## src/rtl/mlp_host_sequencer.sv

```systemverilog
// mlp_host_sequencer: autonomous host-side driver for the mlp slave port.
// Loads inputs and both weight layers, starts the run, waits for completion
// and captures the output register.
module mlp_host_sequencer #(
   parameter int unsigned N_INPUTS       = 2,
   parameter int unsigned N_HIDDEN       = 4,
   parameter int unsigned N_OUTPUT       = 1,
   parameter int unsigned IN_WIDTH       = 16,
   parameter int unsigned WGT_WIDTH      = 16,
   parameter int unsigned OUT_WIDTH      = 16,
   parameter int unsigned TIMEOUT_CYCLES = 4096
) (
   input  logic                                                            clk,
   input  logic                                                            rst,
   input  logic                                                            start,
   input  logic [N_INPUTS*IN_WIDTH-1:0]                                    x_in,
   output logic [$clog2(N_HIDDEN*(N_INPUTS+1)+N_OUTPUT*(N_HIDDEN+1))-1:0]  wgt_rd_addr,
   input  logic [WGT_WIDTH-1:0]                                            wgt_rd_data,
   output logic                                                            mlp_write_en,
   output logic [1:0]                                                      mlp_addr,
   output logic [31:0]                                                     mlp_writedata,
   input  logic [31:0]                                                     mlp_readdata,
   input  logic                                                            mlp_irq,
   output logic                                                            busy,
   output logic                                                            done,
   output logic                                                            error,
   output logic [OUT_WIDTH-1:0]                                            result,
   output logic                                                            result_valid
);

   localparam int unsigned N_W1  = N_HIDDEN * (N_INPUTS + 1);
   localparam int unsigned N_W2  = N_OUTPUT * (N_HIDDEN + 1);
   localparam int unsigned WA_W  = $clog2(N_W1 + N_W2);
   localparam int unsigned IDX_W = $clog2(N_INPUTS + N_W1 + N_W2 + 4);
   localparam int unsigned PC_W  = $clog2(TIMEOUT_CYCLES + 1);
   localparam int unsigned X_W   = N_INPUTS * IN_WIDTH;

   localparam logic [3:0] S_IDLE    = 4'd0;
   localparam logic [3:0] S_LOAD_IN = 4'd1;
   localparam logic [3:0] S_LOAD_W1 = 4'd2;
   localparam logic [3:0] S_SEL_L2  = 4'd3;
   localparam logic [3:0] S_LOAD_W2 = 4'd4;
   localparam logic [3:0] S_RUN     = 4'd5;
   localparam logic [3:0] S_POLL    = 4'd6;
   localparam logic [3:0] S_RDOUT   = 4'd7;
   localparam logic [3:0] S_DONE    = 4'd8;
   localparam logic [3:0] S_ERR     = 4'd9;

   logic [3:0]           state_q, state_d;
   logic                 phase_q, phase_d;     // 0: setup cycle, 1: strobe cycle
   logic [IDX_W-1:0]     idx_q, idx_d;
   logic [WA_W-1:0]      waddr_q, waddr_d;
   logic [PC_W-1:0]      pcnt_q, pcnt_d;
   logic [X_W-1:0]       x_q, x_d;
   logic [IDX_W-1:0]     last_idx;
   logic [3:0]           next_wr_state;

   logic                 we_d, wsel_q, wsel_d, busy_d, done_d, error_d, rv_d;
   logic [1:0]           addr_d;
   logic [31:0]          wdata_q, wdata_d;
   logic [WA_W-1:0]      rdaddr_d;
   logic [OUT_WIDTH-1:0] result_d;
   logic                 unused_rd;

   assign unused_rd = ^mlp_readdata;

   // Weight writes take ROM data directly in the strobe cycle; others use the staged word.
   assign mlp_writedata = wsel_q ? 32'($signed(wgt_rd_data)) : wdata_q;

   // Next-state sequencing and next-cycle output decode.
   always_comb begin
      state_d  = state_q;
      phase_d  = phase_q;
      idx_d    = idx_q;
      waddr_d  = waddr_q;
      pcnt_d   = pcnt_q;
      x_d      = x_q;
      result_d = result;
      rv_d     = 1'b0;

      case (state_q)
         S_LOAD_IN: last_idx = IDX_W'(N_INPUTS - 1);
         S_LOAD_W1: last_idx = IDX_W'(N_W1 - 1);
         S_LOAD_W2: last_idx = IDX_W'(N_W2 - 1);
         default:   last_idx = '0;
      endcase

      case (state_q)
         S_LOAD_IN: next_wr_state = S_LOAD_W1;
         S_LOAD_W1: next_wr_state = S_SEL_L2;
         S_SEL_L2:  next_wr_state = S_LOAD_W2;
         S_LOAD_W2: next_wr_state = S_RUN;
         default:   next_wr_state = S_POLL;
      endcase

      case (state_q)
         S_IDLE, S_DONE, S_ERR: begin
            if (start) begin
               state_d = S_LOAD_IN;
               phase_d = 1'b0;
               idx_d   = '0;
               waddr_d = '0;
               x_d     = x_in;
            end
         end
         S_LOAD_IN, S_LOAD_W1, S_SEL_L2, S_LOAD_W2, S_RUN: begin
            phase_d = ~phase_q;
            if (phase_q) begin
               if (state_q == S_LOAD_W1 || state_q == S_LOAD_W2)
                  waddr_d = waddr_q + WA_W'(1);
               if (idx_q == last_idx) begin
                  state_d = next_wr_state;
                  idx_d   = '0;
                  pcnt_d  = '0;
               end else begin
                  idx_d = idx_q + IDX_W'(1);
               end
            end
         end
         S_POLL: begin
            // DONE bit and irq together still count as one completion.
            if (mlp_readdata[1] || mlp_irq) begin
               state_d = S_RDOUT;
               idx_d   = '0;
            end else if (pcnt_q == PC_W'(TIMEOUT_CYCLES - 1)) begin
               state_d = S_ERR;
            end else begin
               pcnt_d = pcnt_q + PC_W'(1);
            end
         end
         S_RDOUT: begin
            // idx 0/1: write slot to addr 3, idx 2: capture cycle.
            if (idx_q == IDX_W'(2)) begin
               state_d  = S_DONE;
               result_d = mlp_readdata[OUT_WIDTH-1:0];
               rv_d     = 1'b1;
            end else begin
               idx_d = idx_q + IDX_W'(1);
            end
         end
         default: state_d = S_IDLE;
      endcase

      we_d     = 1'b0;
      addr_d   = 2'd0;
      wdata_d  = 32'd0;
      wsel_d   = 1'b0;
      rdaddr_d = '0;
      busy_d   = 1'b0;
      done_d   = 1'b0;
      error_d  = 1'b0;

      case (state_d)
         S_LOAD_IN: begin
            busy_d  = 1'b1;
            we_d    = phase_d;
            addr_d  = 2'd1;
            wdata_d = 32'($signed(x_d[idx_d*IN_WIDTH +: IN_WIDTH]));
         end
         S_LOAD_W1, S_LOAD_W2: begin
            busy_d   = 1'b1;
            we_d     = phase_d;
            addr_d   = 2'd2;
            wsel_d   = 1'b1;
            rdaddr_d = waddr_d;
         end
         S_SEL_L2: begin
            busy_d  = 1'b1;
            we_d    = phase_d;
            wdata_d = 32'h8;
         end
         S_RUN: begin
            busy_d  = 1'b1;
            we_d    = phase_d;
            wdata_d = 32'h1;
         end
         S_POLL:  busy_d = 1'b1;
         S_RDOUT: begin
            busy_d = 1'b1;
            addr_d = 2'd3;
            we_d   = (idx_d == IDX_W'(1));
         end
         S_DONE:  done_d  = 1'b1;
         S_ERR:   error_d = 1'b1;
         default: ;
      endcase
   end

   // State and registered outputs with synchronous active-low reset.
   always_ff @(posedge clk) begin
      if (!rst) begin
         state_q      <= S_IDLE;
         phase_q      <= 1'b0;
         idx_q        <= '0;
         waddr_q      <= '0;
         pcnt_q       <= '0;
         x_q          <= '0;
         wsel_q       <= 1'b0;
         wdata_q      <= 32'd0;
         mlp_write_en <= 1'b0;
         mlp_addr     <= 2'd0;
         wgt_rd_addr  <= '0;
         busy         <= 1'b0;
         done         <= 1'b0;
         error        <= 1'b0;
         result       <= '0;
         result_valid <= 1'b0;
      end else begin
         state_q      <= state_d;
         phase_q      <= phase_d;
         idx_q        <= idx_d;
         waddr_q      <= waddr_d;
         pcnt_q       <= pcnt_d;
         x_q          <= x_d;
         wsel_q       <= wsel_d;
         wdata_q      <= wdata_d;
         mlp_write_en <= we_d;
         mlp_addr     <= addr_d;
         wgt_rd_addr  <= rdaddr_d;
         busy         <= busy_d;
         done         <= done_d;
         error        <= error_d;
         result       <= result_d;
         result_valid <= rv_d;
      end
   end

endmodule

```

## config.mk

```make
export PLATFORM = sky130hd
export DESIGN_NAME = mlp_host_sequencer
export DESIGN_NICKNAME = d
export VERILOG_FILES = /design/src/rtl/mlp_host_sequencer.sv
export SDC_FILE = /design/constraint.sdc
export NUM_CORES = 1
export LEC_CHECK = 0
export ABC_AREA = 1
export CAP_MARGIN = 20
export CORE_ASPECT_RATIO = 1.2
export CORE_UTILIZATION = 49
export CTS_BUF_LIST = sky130_fd_sc_hd__clkbuf_4 sky130_fd_sc_hd__clkbuf_8
export CTS_CLUSTER_DIAMETER = 200
export DETAILED_ROUTE_END_ITERATION = 8
export PLACE_DENSITY_LB_ADDON = 0.25
export SYNTH_ARGS = -nofsm -noshare
export SYNTH_HDL_FRONTEND = slang
export SYNTH_SLANG_ARGS = --single-unit
```

## constraint.sdc

```tcl
create_clock -name clk -period 3 [get_ports clk]
set_clock_uncertainty 0.15 [all_clocks]
set_input_delay 0.75 -clock clk [delete_from_list [all_inputs] [get_ports clk]]
set_output_delay 0.75 -clock clk [all_outputs]
set_load 0.05 [all_outputs]
```

After elaboration in Yosys (flattened, before gate mapping) --
Cells that the tools add are included.
Operators by class: add/subtract/negate cells 3, equality and inequality tests 26, shifts and indexed selects 1, multiplexer cells 37, bitwise logic cells 1, reductions and logical operators 13
Operators by type and width (count):
- 32-bit two-way mux | 3
- 32-bit case mux with 3 select lines | 1
- 13-bit two-way mux | 4
- 5-bit two-way mux | 8
- 4-bit by 3-bit == test with 1-bit output (second input constant) | 8
- 32-bit by 10-bit variable part select with 16-bit output | 1
- 13-bit case mux with 2 select lines | 1
- 4-bit two-way mux | 6
- 5-bit case mux with 4 select lines | 1
- 4-bit by 2-bit == test with 1-bit output (second input constant) | 4
- 4-bit == test (second input constant) | 4
- 4-bit case mux with 4 select lines | 1
- 13-bit by 1-bit adder with 13-bit output (second input constant) | 1
- 13-bit by 12-bit == test with 1-bit output (second input constant) | 1
- 3-bit case mux with 4 select lines | 1
- 4-bit case mux with 3 select lines | 1
- 5-bit by 1-bit adder with 5-bit output (second input constant) | 2
- 5-bit case mux with 2 select lines | 1
- 5-bit OR reduction | 2
- 4-bit by 1-bit == test with 1-bit output (second input constant) | 2
- 2-bit inequality test (second input constant) | 4
- 7-bit OR reduction | 1
- 1-bit two-way mux | 6
- 2-bit case mux with 3 select lines | 1
- 12 further kinds | 16
Storage, ports and cells: flip-flop bits (word level) 121, bits of input ports 84, output and inout bits 60, logic and storage cells 97

Logic depth before layout (Yosys ltp) --
depth in word-level cells 9, mapped depth 16

Worst setup path after synthesis --
Ideal clock, no wire load.
path kind register to output, start register wsel_q, end output port mlp_writedata[16], arrival time 1.728 ns, data required time 2.100 ns, path slack 0.372 ns, cell stages (with the launch flop) 5, cells stage by stage dfxtp_1 clkbuf_1 clkbuf_1 mux2_2 buf_4
Between the ends: longest elaborated chain between the ends 1
RTL lines:
- start: declaration | RTL line 58 | logic we_d, wsel_q, wsel_d, busy_d, done_d, error_d, rv_d;
- start signal: assignment | RTL line 215 | wsel_q <= wsel_d;
- 32-bit two-way mux | RTL line 68 | assign mlp_writedata = wsel_q ? 32'($signed(wgt_rd_data)) : wdata_q;
- end: declaration | RTL line 21 | output logic [31:0] mlp_writedata,
No other way between the ends.

Worst setup path after layout --
start input port wgt_rd_data[15], end output port mlp_writedata[18]
Between the ends: longest elaborated chain between the ends 1
RTL lines:
- start: declaration | RTL line 18 | input logic [WGT_WIDTH-1:0] wgt_rd_data,
- 32-bit two-way mux | RTL line 68
No other way between the ends.

==> run_results.csv <==
group,metric,value,unit
outcome,status,"complete, no violations",
setup_path,critPathBufInv,3,
setup_path,cp_data_arrival_time,1.81,ns
die,fp.dieH,113,um
final_layout,drive_gt1_share,16.1,%
detailed_routing,ant_nets,0,
detailed_routing,vias,4575,
timing,finalHoldViolCount,0,
detailed_routing,drt_iter0_drc,225,
final_layout,nFillCells,834,
synth,synth_cell_types,42,
pwr,power_density,531,nW/um^2
setup_path,max_stage_delay,0.40,ns
timing,timing.final.crit_period,2.71,ns
setup_path,cp_slowest_cell,"clkdlybuf4s50_1",
setup_path,crit_type,"in -> out",
clock_tree,numCtsBuffers,9,
grt,track_usage,24.4,%
clock_tree,cts_setup_buffers,0,
placed_design,hpwl,9420,um
die,core,9960,sq um
setup_path,critPathCapture,"mlp_writedata[18]",
clock_tree,cts_resized,0,
setup_path,end_kind,"primary output",
synth,ys.warnings.count,0,
synth,seq_area_frac_synth,41.9,%
die,start_util,50.3,%
setup_path,crit_cells,4,
clock_tree,clk_pin_slew_worst_paths,0.11,ns
clock_tree,numClockSinks,105,
timing,rsz0062_at_grt,"no",
final_layout,n_antenna_cell,0,
detailed_routing,wl_per_cell,13.4,um
synth,synth_edf_count,0,
synth,netlist_top_cells_area,"dfxtp_1, nand2_1, nor2_1, mux2i_1, inv_1",
pwr,power.total,3.66,mW
synth,synthArstFlopShare,0,%
setup_path,cp_max_fo,17,
grt,antenna_found_initial,0,
clock_tree,clockBufferDepth,2,
placed_design,gp_congestion,0.844,
final_layout,finalNetCount,872,
timing,setup_tns,0,ns
detailed_routing,avgViaCountPerCell,5.00,
timing,slew_headroom,64.8,%
clock_tree,worst_skew_pair.late_latency,0.36,ns
clock_tree,cts_hold_buf,0,
grt,grt_pass1_vias,4414,
detailed_routing,drt-total-wl,12300,um
pwr,leakagePower,3.01,nW
synth,synth_ff_type,"dfxtp_1",
timing,slew_viol_final,0,
setup_path,rr_worst_depth,13,
grt,grt_max_degree,37,
clock_tree,tritoncts,"done",
clock_tree,htreeDepth,3,
placed_design,io_buffer_count,127,
setup_path,critPathMostFrequentCell,"buf_12",
setup_path,crit_family,"buffers and inverters",
final_layout,seqCellArea,2100,sq um
grt,grt_pass1_wl,20500,um
setup_path,start_kind,"input pin",
grt,grt_overflow,0,
die,num_rows,40,
detailed_routing,drt-pass1-iter-count,7,
die,die_area,10600,sq um
synth,post_synth_instance_area,5010,sq um
synth,yosysTopAreaCell,"dfxtp_1",
timing,setup_viol,0,
synth,synth_top_area_share,41.9,%
final_layout,multi_input_area,2450,sq um
flow_run,cap_violations,0,
timing,worst_slew_pin_slew,0.526,ns
synth,syn-instance-count,669,
setup_path,r2r-end,"wgt_rd_addr[1]",
setup_path,cp_data_required_time,2.10,ns
final_layout,syn2layout_area_growth,37.4,%
setup_path,r2r_slack,0.57,ns
synth,syn-num-nets,757,
setup_path,path_cells,"clkdlybuf4s50_1 > mux2_2 > buf_12 > buf_12",
detailed_routing,drc,0,
setup_path,startpoint,"wgt_rd_data[15]",
die,ios,144,
timing,period_share,90.2,%
synth,ys_seq_elements,105,
clock_tree,root_buffer,"clkbuf_8",
synth,synth.avg_cell_area,7.49,sq um
worst_hold_path,hold_depth,2,
setup_path,rr_startpoint,"idx_q[0]",
timing,max_freq,369,MHz
die,die_width,94.3,um
pwr,vdd_ir_drop_max,0.234,mV
worst_hold_path,hp-class,"reg -> reg",
-- layout make-up --
| type | instances | share of cell area [%] |
|---|---|---|
| Multi-Input combinational cell | 462 | 35.6 |
| Inverter | 65 | 3.54 |
| Timing Repair Buffer | 141 | 25.2 |
| Sequential cell | 105 | 30.5 |
| Clock buffer | 10 | 2.00 |
| Tap cell | 126 | 2.29 |
| Clock inverter | 6 | 0.890 |
-- synthesized netlist by cell type, types with 2 or more instances --
master,number
buf_2,8
mux2_2,17
nor2_4,3
inv_1,51
nand2_2,5
a211oi_1,2
clkbuf_1,10
nor2_1,123
buf_4,17
nand2_1,140
o21ai_0,32
xor2_1,6
o21ai_2,2
dfxtp_1,105
mux2i_1,30
nand4_1,4
nand3_1,27
inv_2,13
a21oi_1,20
nor3_2,2
nand3_2,4
or2_2,2
nor4_1,2
nor2_2,13
o21ai_1,5
nor3_1,7
ha_1,4
-- power breakdown --
group | switching [mW] | total [mW] | internal [mW] | leakage [nW]
Sequential | 0.0476 | 1.53 | 1.48 | 0.854
Combinational | 0.719 | 1.27 | 0.554 | 2.06
Clock | 0.510 | 0.854 | 0.343 | 0.0978
-- worst min-delay path by stage --
stage	start	endpoint	slack, ns
floorplan	pcnt_q[2]	pcnt_q[2]	0.28
global placement	result[4]	result[4]	0.31
detailed placement	result[12]	result[12]	0.33
CTS	result[13]	result[13]	0.35
global route	result[12]	result[12]	0.37
finish	result[9]	result[9]	0.34
-- routing by layer --
layer  vias to the layer above  share of wire [%]  GRT usage [%]
met2                       141                 49           41.4
met4                         0                1.7           9.03
li1                       2339                  -              -
met1                      2077                 43           30.3
met3                        18                6.0           4.70
met5                         -                  0              0
-- per-stage QoR --
step | area, sq um | utilization [%] | hold WS (ns) | worst slack, ns | instances
3_3_place_gp | 6690 | 67.1 | 0.312 | 0.225 | 899
4_1_cts | 6890 | 69.1 | 0.346 | 0.271 | 915
2_1_floorplan | 5010 | - | 0.284 | 0.372 | 669
3_5_place_dp | 6690 | 67.1 | 0.326 | 0.174 | 899
5_1_grt | 6890 | 69.1 | 0.366 | 0.242 | 915
6_report | 6890 | 69.1 | 0.343 | 0.293 | 915
-- cells in the final DEF, fill, tap and decap left out, types with 3 or more instances in the layout --
cell type        instances
buf_12                  35
nand2_1                139
xor2_1                   6
nor2_1                 123
mux2i_1                 30
nor2_2                  13
nand3_2                  4
buf_4                   11
a21oi_1                 20
clkbuf_8                10
mux2_2                  17
nand3_1                 27
ha_1                     4
clkdlybuf4s50_1         95
dfxtp_1                105
inv_1                   51
inv_2                   13
nand4_1                  4
nand2_2                  6
o21ai_1                  5
nor3_1                   7
nor2_4                   3
o21ai_0                 32
-- worst min-delay path: cells and delay by family (launching register included) --
kind          cells  cell delay (ns)
flops             1             0.34
simple gates      2             0.13
-- cell families after synthesis --
logic type / share of synthesized area [%]
AND/OR/NAND/NOR: 29.3
multiplexers: 9.81
AO/OA/AOI/OAI: 7.44
flip-flops: 41.9
buffers and inverters: 9.26
XOR/XNOR: 1.22
adder cells (fa/ha/maj): 0.998
-- state kept, by name, summed over array words and instances, names as in the netlist --
name / count
mlp_addr: 2
wsel_q: 1
pcnt_q: 13
state_q: 4
error: 1
x_q: 32
wdata_q: 16
result: 16
result_valid: 1
done: 1
mlp_write_en: 1
wgt_rd_addr: 5
idx_q: 5
busy: 1
phase_q: 1
waddr_q: 5
(Power assumes the default switching activity.)
